File: config.mk
export PLATFORM = sky130hd
export DESIGN_NAME = npu_inst_sequencer_flat
export DESIGN_NICKNAME = d
export VERILOG_FILES = /design/src/rtl/npu_inst_pkg.sv /design/src/rtl/npu_inst_sequencer_if.sv /design/src/rtl/npu_inst_seq_fifo.sv /design/src/rtl/npu_inst_sequencer.sv /design/src/flat_wrapper.sv
export SDC_FILE = /design/constraint.sdc
export NUM_CORES = 2
export LEC_CHECK = 0
export BUFFER_PORTS_ARGS = -buffer_cell sky130_fd_sc_hd__clkbuf_2
export CAP_MARGIN = 0
export CORE_ASPECT_RATIO = 1.75
export CORE_MARGIN = 2
export CORE_UTILIZATION = 35
export CTS_BUF_LIST = sky130_fd_sc_hd__clkbuf_4 sky130_fd_sc_hd__clkbuf_8
export DETAILED_ROUTE_END_ITERATION = 10
export GPL_TIMING_DRIVEN = 0
export PLACE_DENSITY_LB_ADDON = 0.2
export SLEW_MARGIN = 20
export SYNTH_ARGS = -nofsm -noshare
export SYNTH_HDL_FRONTEND = slang
export SYNTH_SLANG_ARGS = --single-unit
File: constraint.sdc
create_clock -name clk -period 21.2 [get_ports clk]
set_clock_uncertainty 0.1 [all_clocks]
set_input_delay 4.24 -clock clk [delete_from_list [all_inputs] [get_ports clk]]
set_output_delay 4.24 -clock clk [all_outputs]
set_load 0.01 [all_outputs]
File: src/rtl/npu_inst_pkg.sv
// npu_inst_pkg: shared NPU instruction width, opcodes, control words and word builder
package npu_inst_pkg;

    localparam int NPU_INST_W = 128;

    localparam logic [3:0] OP_ADD  = 4'h0;
    localparam logic [3:0] OP_ADDI = 4'h1;
    localparam logic [3:0] OP_MULT = 4'h4;
    localparam logic [3:0] OP_DOT  = 4'h6;
    localparam logic [3:0] OP_CONV = 4'h7;
    localparam logic [3:0] OP_POOL = 4'h8;
    localparam logic [3:0] OP_TANH = 4'hB;
    localparam logic [3:0] OP_GRAY = 4'hC;
    localparam logic [3:0] OP_TRAN = 4'hD;
    localparam logic [3:0] OP_ADDS = 4'hE;

    localparam logic [NPU_INST_W-1:0] INST_END     = 128'd0;
    localparam logic [NPU_INST_W-1:0] INST_RESTART = 128'd1;
    localparam logic [NPU_INST_W-1:0] INST_START   = 128'd2;

    function automatic logic [NPU_INST_W-1:0] mk_inst(input logic [3:0] op, input logic [31:0] a0,
                                                      input logic [31:0] a1, input logic [31:0] a2,
                                                      input logic [27:0] shape);
        return {op, a0, a1, a2, shape};
    endfunction

endpackage

File: src/rtl/npu_inst_sequencer_if.sv
// npu_inst_sequencer_if: host push channel and npu_inst_join/fsm issue channel
interface npu_inst_sequencer_if import npu_inst_pkg::*; #(parameter int INST_W = NPU_INST_W);

    logic [INST_W-1:0] s_inst;
    logic              s_last;
    logic              s_valid;
    logic              s_ready;
    logic [INST_W-1:0] npu_inst;
    logic              npu_inst_en;
    logic              npu_inst_ready;

    modport master (output s_inst, s_last, s_valid, npu_inst_ready,
                    input  s_ready, npu_inst, npu_inst_en);
    modport slave  (input  s_inst, s_last, s_valid, npu_inst_ready,
                    output s_ready, npu_inst, npu_inst_en);

endinterface

File: src/rtl/npu_inst_seq_fifo.sv
// npu_inst_seq_fifo: synchronous FIFO with flush and occupancy count
module npu_inst_seq_fifo #(
    parameter int W     = 129,
    parameter int DEPTH = 16
) (
    input  logic                     clk,
    input  logic                     rst,
    input  logic                     flush,
    input  logic                     push,
    input  logic [W-1:0]             wdata,
    input  logic                     pop,
    output logic [W-1:0]             rdata,
    output logic                     full,
    output logic                     empty,
    output logic [$clog2(DEPTH):0]   count
);

    localparam int AW   = $clog2(DEPTH);
    localparam int CNTW = AW + 1;

    logic [W-1:0]    mem [DEPTH];
    logic [AW-1:0]   wptr_q, wptr_d, rptr_q, rptr_d;
    logic [CNTW-1:0] count_q, count_d;
    logic            do_push, do_pop;

    assign do_pop  = pop && !empty;
    assign do_push = push && (!full || do_pop);
    assign rdata   = mem[rptr_q];
    assign full    = count_q == CNTW'(DEPTH);
    assign empty   = count_q == '0;
    assign count   = count_q;

    // pointer and occupancy update; flush drops everything including a same-cycle push
    always_comb begin
        wptr_d  = flush ? '0 : wptr_q + AW'(do_push);
        rptr_d  = flush ? '0 : rptr_q + AW'(do_pop);
        count_d = flush ? '0 : count_q + CNTW'(do_push) - CNTW'(do_pop);
    end

    // storage array, written only for accepted pushes
    always_ff @(posedge clk) begin
        if (do_push && !flush) mem[wptr_q] <= wdata;
    end

    // pointer and count registers
    always_ff @(posedge clk) begin
        if (rst) begin
            wptr_q  <= '0;
            rptr_q  <= '0;
            count_q <= '0;
        end else begin
            wptr_q  <= wptr_d;
            rptr_q  <= rptr_d;
            count_q <= count_d;
        end
    end

endmodule

File: src/rtl/npu_inst_sequencer.sv
// npu_inst_sequencer: queues host instruction batches and replays RESTART, words, END, START per batch
module npu_inst_sequencer import npu_inst_pkg::*; #(
    parameter int INST_W  = NPU_INST_W,
    parameter int DEPTH   = 16,
    parameter int GAP     = 1,
    parameter int BUSY_TO = 64
) (
    input  logic                  clk,
    input  logic                  rst,
    npu_inst_sequencer_if.slave   bus,
    input  logic                  flush,
    output logic                  busy,
    output logic                  batch_done,
    output logic [15:0]           batch_cnt,
    output logic                  err_timeout
);

    localparam int AW = $clog2(DEPTH);
    localparam int LW = AW + 1;
    localparam int CW = $clog2(BUSY_TO + GAP + 2);
    localparam logic [INST_W-1:0] W_RESTART = INST_W'(INST_RESTART);
    localparam logic [INST_W-1:0] W_END     = INST_W'(INST_END);
    localparam logic [INST_W-1:0] W_START   = INST_W'(INST_START);

    typedef enum logic [2:0] {
        S_IDLE, S_RESTART, S_LOAD, S_END, S_START, S_WAIT_BUSY, S_WAIT_DONE
    } state_t;

    state_t            state_q, state_d;
    logic [CW-1:0]     cnt_q, cnt_d;
    logic [LW-1:0]     last_cnt_q, last_cnt_d;
    logic              last_seen_q, last_seen_d;
    logic [INST_W-1:0] hold_q, hold_d;
    logic              batch_done_q, batch_done_d;
    logic [15:0]       batch_cnt_q, batch_cnt_d;
    logic              err_q, err_d;

    logic [INST_W:0]   f_rdata;
    logic              f_full, f_empty, f_push, pop, emit, gap_done;
    logic [AW:0]       f_count;
    logic [INST_W-1:0] word;

    npu_inst_seq_fifo #(.W(INST_W + 1), .DEPTH(DEPTH)) u_fifo (
        .clk   (clk),
        .rst   (rst),
        .flush (flush),
        .push  (f_push),
        .wdata ({bus.s_last, bus.s_inst}),
        .pop   (pop),
        .rdata (f_rdata),
        .full  (f_full),
        .empty (f_empty),
        .count (f_count)
    );

    // first cycle of every issuing state is the strobe; the rest of the state is the gap
    assign emit     = (state_q inside {S_RESTART, S_LOAD, S_END, S_START}) && cnt_q == '0 && !flush;
    assign gap_done = cnt_q == CW'(GAP);
    assign pop      = emit && state_q == S_LOAD && !f_empty;
    assign f_push   = bus.s_valid && bus.s_ready;
    assign word     = (state_q == S_RESTART) ? W_RESTART :
                      (state_q == S_LOAD)    ? f_rdata[INST_W-1:0] :
                      (state_q == S_END)     ? W_END : W_START;

    assign bus.s_ready     = (!f_full || pop) && !flush;
    assign bus.npu_inst    = emit ? word : hold_q;
    assign bus.npu_inst_en = emit;
    assign busy            = state_q != S_IDLE;
    assign batch_done      = batch_done_q;
    assign batch_cnt       = batch_cnt_q;
    assign err_timeout     = err_q;

    // next-state, gap/timeout counter and batch bookkeeping; flush overrides everything
    always_comb begin
        state_d      = state_q;
        cnt_d        = cnt_q;
        last_seen_d  = pop ? f_rdata[INST_W] : last_seen_q;
        hold_d       = emit ? word : hold_q;
        last_cnt_d   = last_cnt_q + LW'(f_push && bus.s_last) - LW'(pop && f_rdata[INST_W]);
        batch_done_d = 1'b0;
        batch_cnt_d  = batch_cnt_q;
        err_d        = err_q;
        case (state_q)
            S_IDLE: begin
                cnt_d   = '0;
                state_d = (last_cnt_q != '0 && f_count != '0 && bus.npu_inst_ready) ? S_RESTART : S_IDLE;
            end
            S_RESTART: begin
                cnt_d   = gap_done ? '0 : cnt_q + 1'b1;
                state_d = gap_done ? S_LOAD : S_RESTART;
            end
            S_LOAD: begin
                cnt_d   = gap_done ? '0 : cnt_q + 1'b1;
                state_d = (gap_done && last_seen_q) ? S_END : S_LOAD;
            end
            S_END: begin
                cnt_d   = gap_done ? '0 : cnt_q + 1'b1;
                state_d = gap_done ? S_START : S_END;
            end
            S_START: begin
                cnt_d   = cnt_q + 1'b1;
                state_d = gap_done ? S_WAIT_BUSY : S_START;
            end
            S_WAIT_BUSY: begin
                cnt_d = cnt_q + 1'b1;
                if (!bus.npu_inst_ready) begin
                    state_d = S_WAIT_DONE;
                end else if (cnt_q == CW'(BUSY_TO - 1)) begin
                    err_d        = 1'b1;
                    batch_done_d = 1'b1;
                    state_d      = S_IDLE;
                end
            end
            S_WAIT_DONE: begin
                if (bus.npu_inst_ready) begin
                    batch_done_d = 1'b1;
                    batch_cnt_d  = batch_cnt_q + 16'd1;
                    state_d      = S_IDLE;
                end
            end
            default: state_d = S_IDLE;
        endcase
        if (flush) begin
            state_d      = S_IDLE;
            cnt_d        = '0;
            last_cnt_d   = '0;
            batch_done_d = 1'b0;
        end
    end

    // state and datapath registers
    always_ff @(posedge clk) begin
        if (rst) begin
            state_q      <= S_IDLE;
            cnt_q        <= '0;
            last_cnt_q   <= '0;
            last_seen_q  <= 1'b0;
            hold_q       <= '0;
            batch_done_q <= 1'b0;
            batch_cnt_q  <= '0;
            err_q        <= 1'b0;
        end else begin
            state_q      <= state_d;
            cnt_q        <= cnt_d;
            last_cnt_q   <= last_cnt_d;
            last_seen_q  <= last_seen_d;
            hold_q       <= hold_d;
            batch_done_q <= batch_done_d;
            batch_cnt_q  <= batch_cnt_d;
            err_q        <= err_d;
        end
    end

endmodule

File: src/flat_wrapper.sv
// flat-port wrapper written by rule: the top's interface ports become plain ports
module npu_inst_sequencer_flat import npu_inst_pkg::*;
#(
    parameter int INST_W  = NPU_INST_W,
    parameter int DEPTH   = 16,
    parameter int GAP     = 1,
    parameter int BUSY_TO = 64
)
  (clk, rst, flush, busy, batch_done, batch_cnt, err_timeout, bus_s_inst, bus_s_last, bus_s_valid, bus_npu_inst_ready, bus_s_ready, bus_npu_inst, bus_npu_inst_en);
  npu_inst_sequencer_if #(.INST_W(INST_W)) bus_i ();
  input  logic clk;
  input  logic rst;
  input  logic flush;
  output logic busy;
  output logic batch_done;
  output logic [15:0] batch_cnt;
  output logic err_timeout;
  input wire logic [$bits(bus_i.s_inst)-1:0] bus_s_inst;
  input wire logic [$bits(bus_i.s_last)-1:0] bus_s_last;
  input wire logic [$bits(bus_i.s_valid)-1:0] bus_s_valid;
  input wire logic [$bits(bus_i.npu_inst_ready)-1:0] bus_npu_inst_ready;
  output wire logic [$bits(bus_i.s_ready)-1:0] bus_s_ready;
  output wire logic [$bits(bus_i.npu_inst)-1:0] bus_npu_inst;
  output wire logic [$bits(bus_i.npu_inst_en)-1:0] bus_npu_inst_en;
  assign bus_i.s_inst = bus_s_inst;
  assign bus_i.s_last = bus_s_last;
  assign bus_i.s_valid = bus_s_valid;
  assign bus_i.npu_inst_ready = bus_npu_inst_ready;
  assign bus_s_ready = bus_i.s_ready;
  assign bus_npu_inst = bus_i.npu_inst;
  assign bus_npu_inst_en = bus_i.npu_inst_en;
  npu_inst_sequencer #(.INST_W(INST_W), .DEPTH(DEPTH), .GAP(GAP), .BUSY_TO(BUSY_TO)) u_core (.clk(clk), .rst(rst), .bus(bus_i), .flush(flush), .busy(busy), .batch_done(batch_done), .batch_cnt(batch_cnt), .err_timeout(err_timeout));
endmodule
==> parameters.txt <==
Parameter                              Value

Clock network
  Insertion delay to the later sink of the worst-skew pair ... between 0.9 and 1 ns
  H-tree lvl count ... 5
  CTS Root Buffer Type ... sky130_fd_sc_hd__clkbuf_8
  Number of setup buffers added after CTS ... 0
  Clock sink count ... about 2200
  Hold Buf Count CTS ... 0
  Max Buffers Root-to-Sink ... 4
  Clock transition at the registers of the reported paths ... around 0.060 ns
  Clock tree from TritonCTS ... built
  Number of buffers inserted during clock tree synthesis ... 338
  Quantity of gates resized following cts ... 0

Finish
  Area growth from synthesis to layout ... 18.5%
  Nets@finish ... approximately 5200
  Area of the multi-input gates ... between 15000 and 20000 um2
  Filler Cells Inserted ... around 22000
  Storage element area ... about 65000 um2
  Share of layout cells above drive strength 1 ... between 30% and 40%

Critical path
  Start point of the critical path ... flush
  Endpoint required time on the critical path ... approximately 17 ns
  Max FO, Critical Path ... 10
  Startpoint class of the critical path ... input port
  Worst r2r src ... u_core.u_fifo.rptr_q[1]
  Critical Path End Type ... output pin
  Worst endpoint data arrival time ... approximately 7.7 ns
  Kind of critical path ... in2out

Floorplanning
  Horizontal die dimension ... ~380 um
  Placement Rows ... between 200 and 250
  Count of pins on the block boundary ... around 280
  Area of the core ... between 200000 and 250000 um2
  Die span in y ... around 660 um
  Die Footprint ... about 250000 um2
  Initial core utilization ... about a third

Drt
  Total wirelength of the detailed-routed design ... 257000 um
  Post-detailed-route via-to-cell ratio ... about 5.3
  Drt first pass iters ... 6
  Via total after detailed routing ... ~46000
  DRC violations left ... 0
  Routed len/inst ... a little under 30 um
  Antenna Nets Post-Route ... 0
  Violation count after the first detailed-route iteration ... 4198

STA
  Total negative setup slack ... 0 ns
  Max_slew headroom ... ~15%
  Ratio of final minimum period to clock period ... 56.6%
  Achievable frequency ... 0.0833 GHz
  Final Worst Setup Slack ... between 9 and 10 ns
  Unrepaired setup endpoints after global routing ... no
  Final setup violation count ... 0
  Hold WS ... between 0.3 and 0.4 ns
  Final number of max-transition violations ... 0
  Worst slew pin tran ... between 1 and 1.5 ns
  Tmin final ... about 12 ns
  Hold violation count in the final report ... 0

Logic synthesis
  Dominant synthesized flop cell ... sky130_fd_sc_hd__edfxtp_1
  Syn Area/Cell ... between 20 and 25 um2
  Post-synthesis sequential area ratio ... roughly 76%
  Number of library cell types mapped by synthesis ... just under 60
  Number of nets in the synthesized netlist ... around 4200
  #FFs+latches synth ... ~2200
  Number of enable-type register cells in the synthesized netlist ... 2064
  Number of synthesis warnings ... 0
  Proportion of register bits with asynchronous set or reset after synthesis ... 0%
  Number of instances in the synthesized netlist ... about 4000
  Netlist Area Pre-Place ... between 80000 and 90000 um2

Power and ir drop
  Sequential share of power ... 56.2%
  Net Sw Frac ... between 20% and 30%
  Comb pwr share ... 1.4%
  Clock network power share ... between 40 and 50%
  Pint ... ~0.0068 W
  Leakage power ... between 30 and 40 nW
  Psw ... between 0.0015 and 0.002 W
  Max rail drop VDD ... just over 0.05 mV
  Total power ... ~0.0086 W
  Pwr/cell area ... 84.6 nW/um2

Min path
  Beginning of the worst hold path ... u_core.hold_q[79]
  Class of the tightest hold or removal check ... reg2reg

Job
  Max-capacitance violation count ... 0

Place
  Worst setup slack before clock tree synthesis ... roughly 9.2 ns
  Estimated wirelength of the detail-placed design ... 182000 um
  Routability-driven placement congestion ratio ... 0.737
  # port buffers ... 281

Global route
  Vias in the first global route ... about 48000
  Antenna violations before repair ... 60
  Overall routing resource usage ... approximately a fifth
  Total gr overflow ... 0
  Maximum number of pins on one net before global-route repair ... 21
  First-pass GRT wire length ... about 360000 um

Run status
  Result of the run ... complete, no violations
-- through the flow --
stage	util, %	instance area (um2)	instances
2_1_floorplan	-	85700	4042
3_3_place_gp	37.4	91200	7590
3_5_place_dp	38.8	94700	8017
4_1_cts	41.7	102000	8631
5_1_grt	41.7	102000	8634
6_report	41.7	102000	8646
-- logic make-up (layout without fill, tap and decap cells) --
| logic type | after synthesis | count (layout) | synth area share [%] |
|---|---|---|---|
| adder cells (fa/ha/maj) | 22 | 22 | 0.339 |
| AO/OA/AOI/OAI | 420 | 420 | 3.62 |
| flip-flops | 2239 | 2239 | 76.4 |
| XOR/XNOR | 32 | 32 | 0.327 |
| multiplexers | 776 | 776 | 16.5 |
| AND/OR/NAND/NOR | 288 | 288 | 1.55 |
| buffers and inverters | 265 | 1587 | 1.27 |
| other | 0 | 15 | 0 |
-- flip-flops by register name, summed over array words and instances (netlist names) --
name                  cells
u_core.last_cnt_q         5
u_core.u_fifo.rptr_q      4
u_core.batch_cnt         16
u_core.u_fifo.mem      2064
u_core.state_q            3
u_core.err_timeout        1
u_core.cnt_q              7
u_core.batch_done         1
u_core.u_fifo.count       5
u_core.last_seen_q        1
u_core.hold_q           128
u_core.u_fifo.wptr_q      4
-- cell usage after synthesis, types with 9 or more instances --
master / count / area share, %
sky130_fd_sc_hd__ha_1: 20 / 0.29
sky130_fd_sc_hd__nor4_1: 9 / 0.066
sky130_fd_sc_hd__o221ai_1: 126 / 1.3
sky130_fd_sc_hd__o22ai_1: 126 / 0.92
sky130_fd_sc_hd__xor2_1: 19 / 0.19
sky130_fd_sc_hd__edfxtp_1: 2064 / 72
sky130_fd_sc_hd__clkbuf_1: 143 / 0.63
sky130_fd_sc_hd__buf_1: 26 / 0.11
sky130_fd_sc_hd__nor2_1: 56 / 0.25
sky130_fd_sc_hd__mux2i_1: 262 / 3.1
sky130_fd_sc_hd__a21oi_1: 14 / 0.082
sky130_fd_sc_hd__nor3_1: 9 / 0.053
sky130_fd_sc_hd__nand2_1: 151 / 0.66
sky130_fd_sc_hd__nand3_1: 13 / 0.076
sky130_fd_sc_hd__a21o_1: 128 / 1.1
sky130_fd_sc_hd__xnor2_1: 13 / 0.13
sky130_fd_sc_hd__mux4_2: 512 / 13
sky130_fd_sc_hd__buf_2: 68 / 0.40
sky130_fd_sc_hd__inv_1: 24 / 0.11
sky130_fd_sc_hd__dfxtp_1: 175 / 4.1
-- final timing paths --
check                         endpoint  slack [ns]  cells past startpoint
setup reg to reg  u_core.last_cnt_q[4]       15.92                     17
hold reg to reg      u_core.hold_q[79]        0.35                      1
hold / removal       u_core.hold_q[79]        0.35                      1
setup / recovery      bus_npu_inst[78]        9.20                      8
-- worst max-delay path, stage by stage --
cell and delay [ns]:
sky130_fd_sc_hd__clkbuf_2 0.14, sky130_fd_sc_hd__nor4b_4 0.45, sky130_fd_sc_hd__nand4_4 0.28, sky130_fd_sc_hd__buf_12 0.25, sky130_fd_sc_hd__clkbuf_1 0.55, sky130_fd_sc_hd__clkbuf_1 0.52, sky130_fd_sc_hd__o221ai_1 0.88, sky130_fd_sc_hd__clkbuf_2 0.27
-- power groups by stage --
stage	logic (W)	registers (W)	clock network (W)
finish	0.000120	0.00484	0.00365
global route	0.000132	0.00484	0.00391
CTS	0.000122	0.00484	0.00373
detailed placement	0.000122	0.00493	0
global placement	0.000108	0.00494	0
floorplan	0.0000321	0.00494	0
-- cell usage in the layout, fill, tap and decap left out, types with 13 or more instances in the layout --
master | netlist | routed
sky130_fd_sc_hd__buf_12 | 0 | 19
sky130_fd_sc_hd__clkinv_1 | 0 | 49
sky130_fd_sc_hd__buf_2 | 68 | 264
sky130_fd_sc_hd__o221ai_1 | 126 | 126
sky130_fd_sc_hd__nand3_1 | 13 | 13
sky130_fd_sc_hd__mux2i_1 | 262 | 262
sky130_fd_sc_hd__buf_6 | 0 | 15
sky130_fd_sc_hd__buf_16 | 0 | 13
sky130_fd_sc_hd__a21o_1 | 128 | 128
sky130_fd_sc_hd__ha_1 | 20 | 20
sky130_fd_sc_hd__xor2_1 | 19 | 19
sky130_fd_sc_hd__buf_1 | 26 | 19
sky130_fd_sc_hd__mux4_2 | 512 | 512
sky130_fd_sc_hd__edfxtp_1 | 2064 | 2064
sky130_fd_sc_hd__buf_4 | 2 | 190
sky130_fd_sc_hd__inv_1 | 24 | 24
sky130_fd_sc_hd__nand2_1 | 151 | 151
sky130_fd_sc_hd__clkbuf_1 | 143 | 126
sky130_fd_sc_hd__o22ai_1 | 126 | 126
sky130_fd_sc_hd__clkbuf_2 | 0 | 300
sky130_fd_sc_hd__a21oi_1 | 14 | 14
sky130_fd_sc_hd__clkbuf_4 | 0 | 131
sky130_fd_sc_hd__nor2_1 | 56 | 53
sky130_fd_sc_hd__dfxtp_1 | 175 | 175
sky130_fd_sc_hd__xnor2_1 | 13 | 13
sky130_fd_sc_hd__clkinv_2 | 0 | 28
sky130_fd_sc_hd__diode_2 | 0 | 15
sky130_fd_sc_hd__clkbuf_8 | 0 | 394
-- cell type report --
cell class,instances,share of cell area (%)
tap,3267,4.02
clock buffer,525,6.30
sequential,2239,64.4
multi-input combinational,1538,19.0
buffer,239,1.00
antenna,15,0.0369
clock inverter,89,0.502
inverter,26,0.0960
timing repair buffer,708,4.62
-- per-layer routing --
metal,vias to the layer above,wire [um],GRT usage (%)
li1,19100,-,-
met1,24700,99500,25.0
met2,1544,133000,35.6
met3,419,16700,4.59
met4,50,7290,6.29
met5,-,297,0
Power figures use the tool's default switching activity.
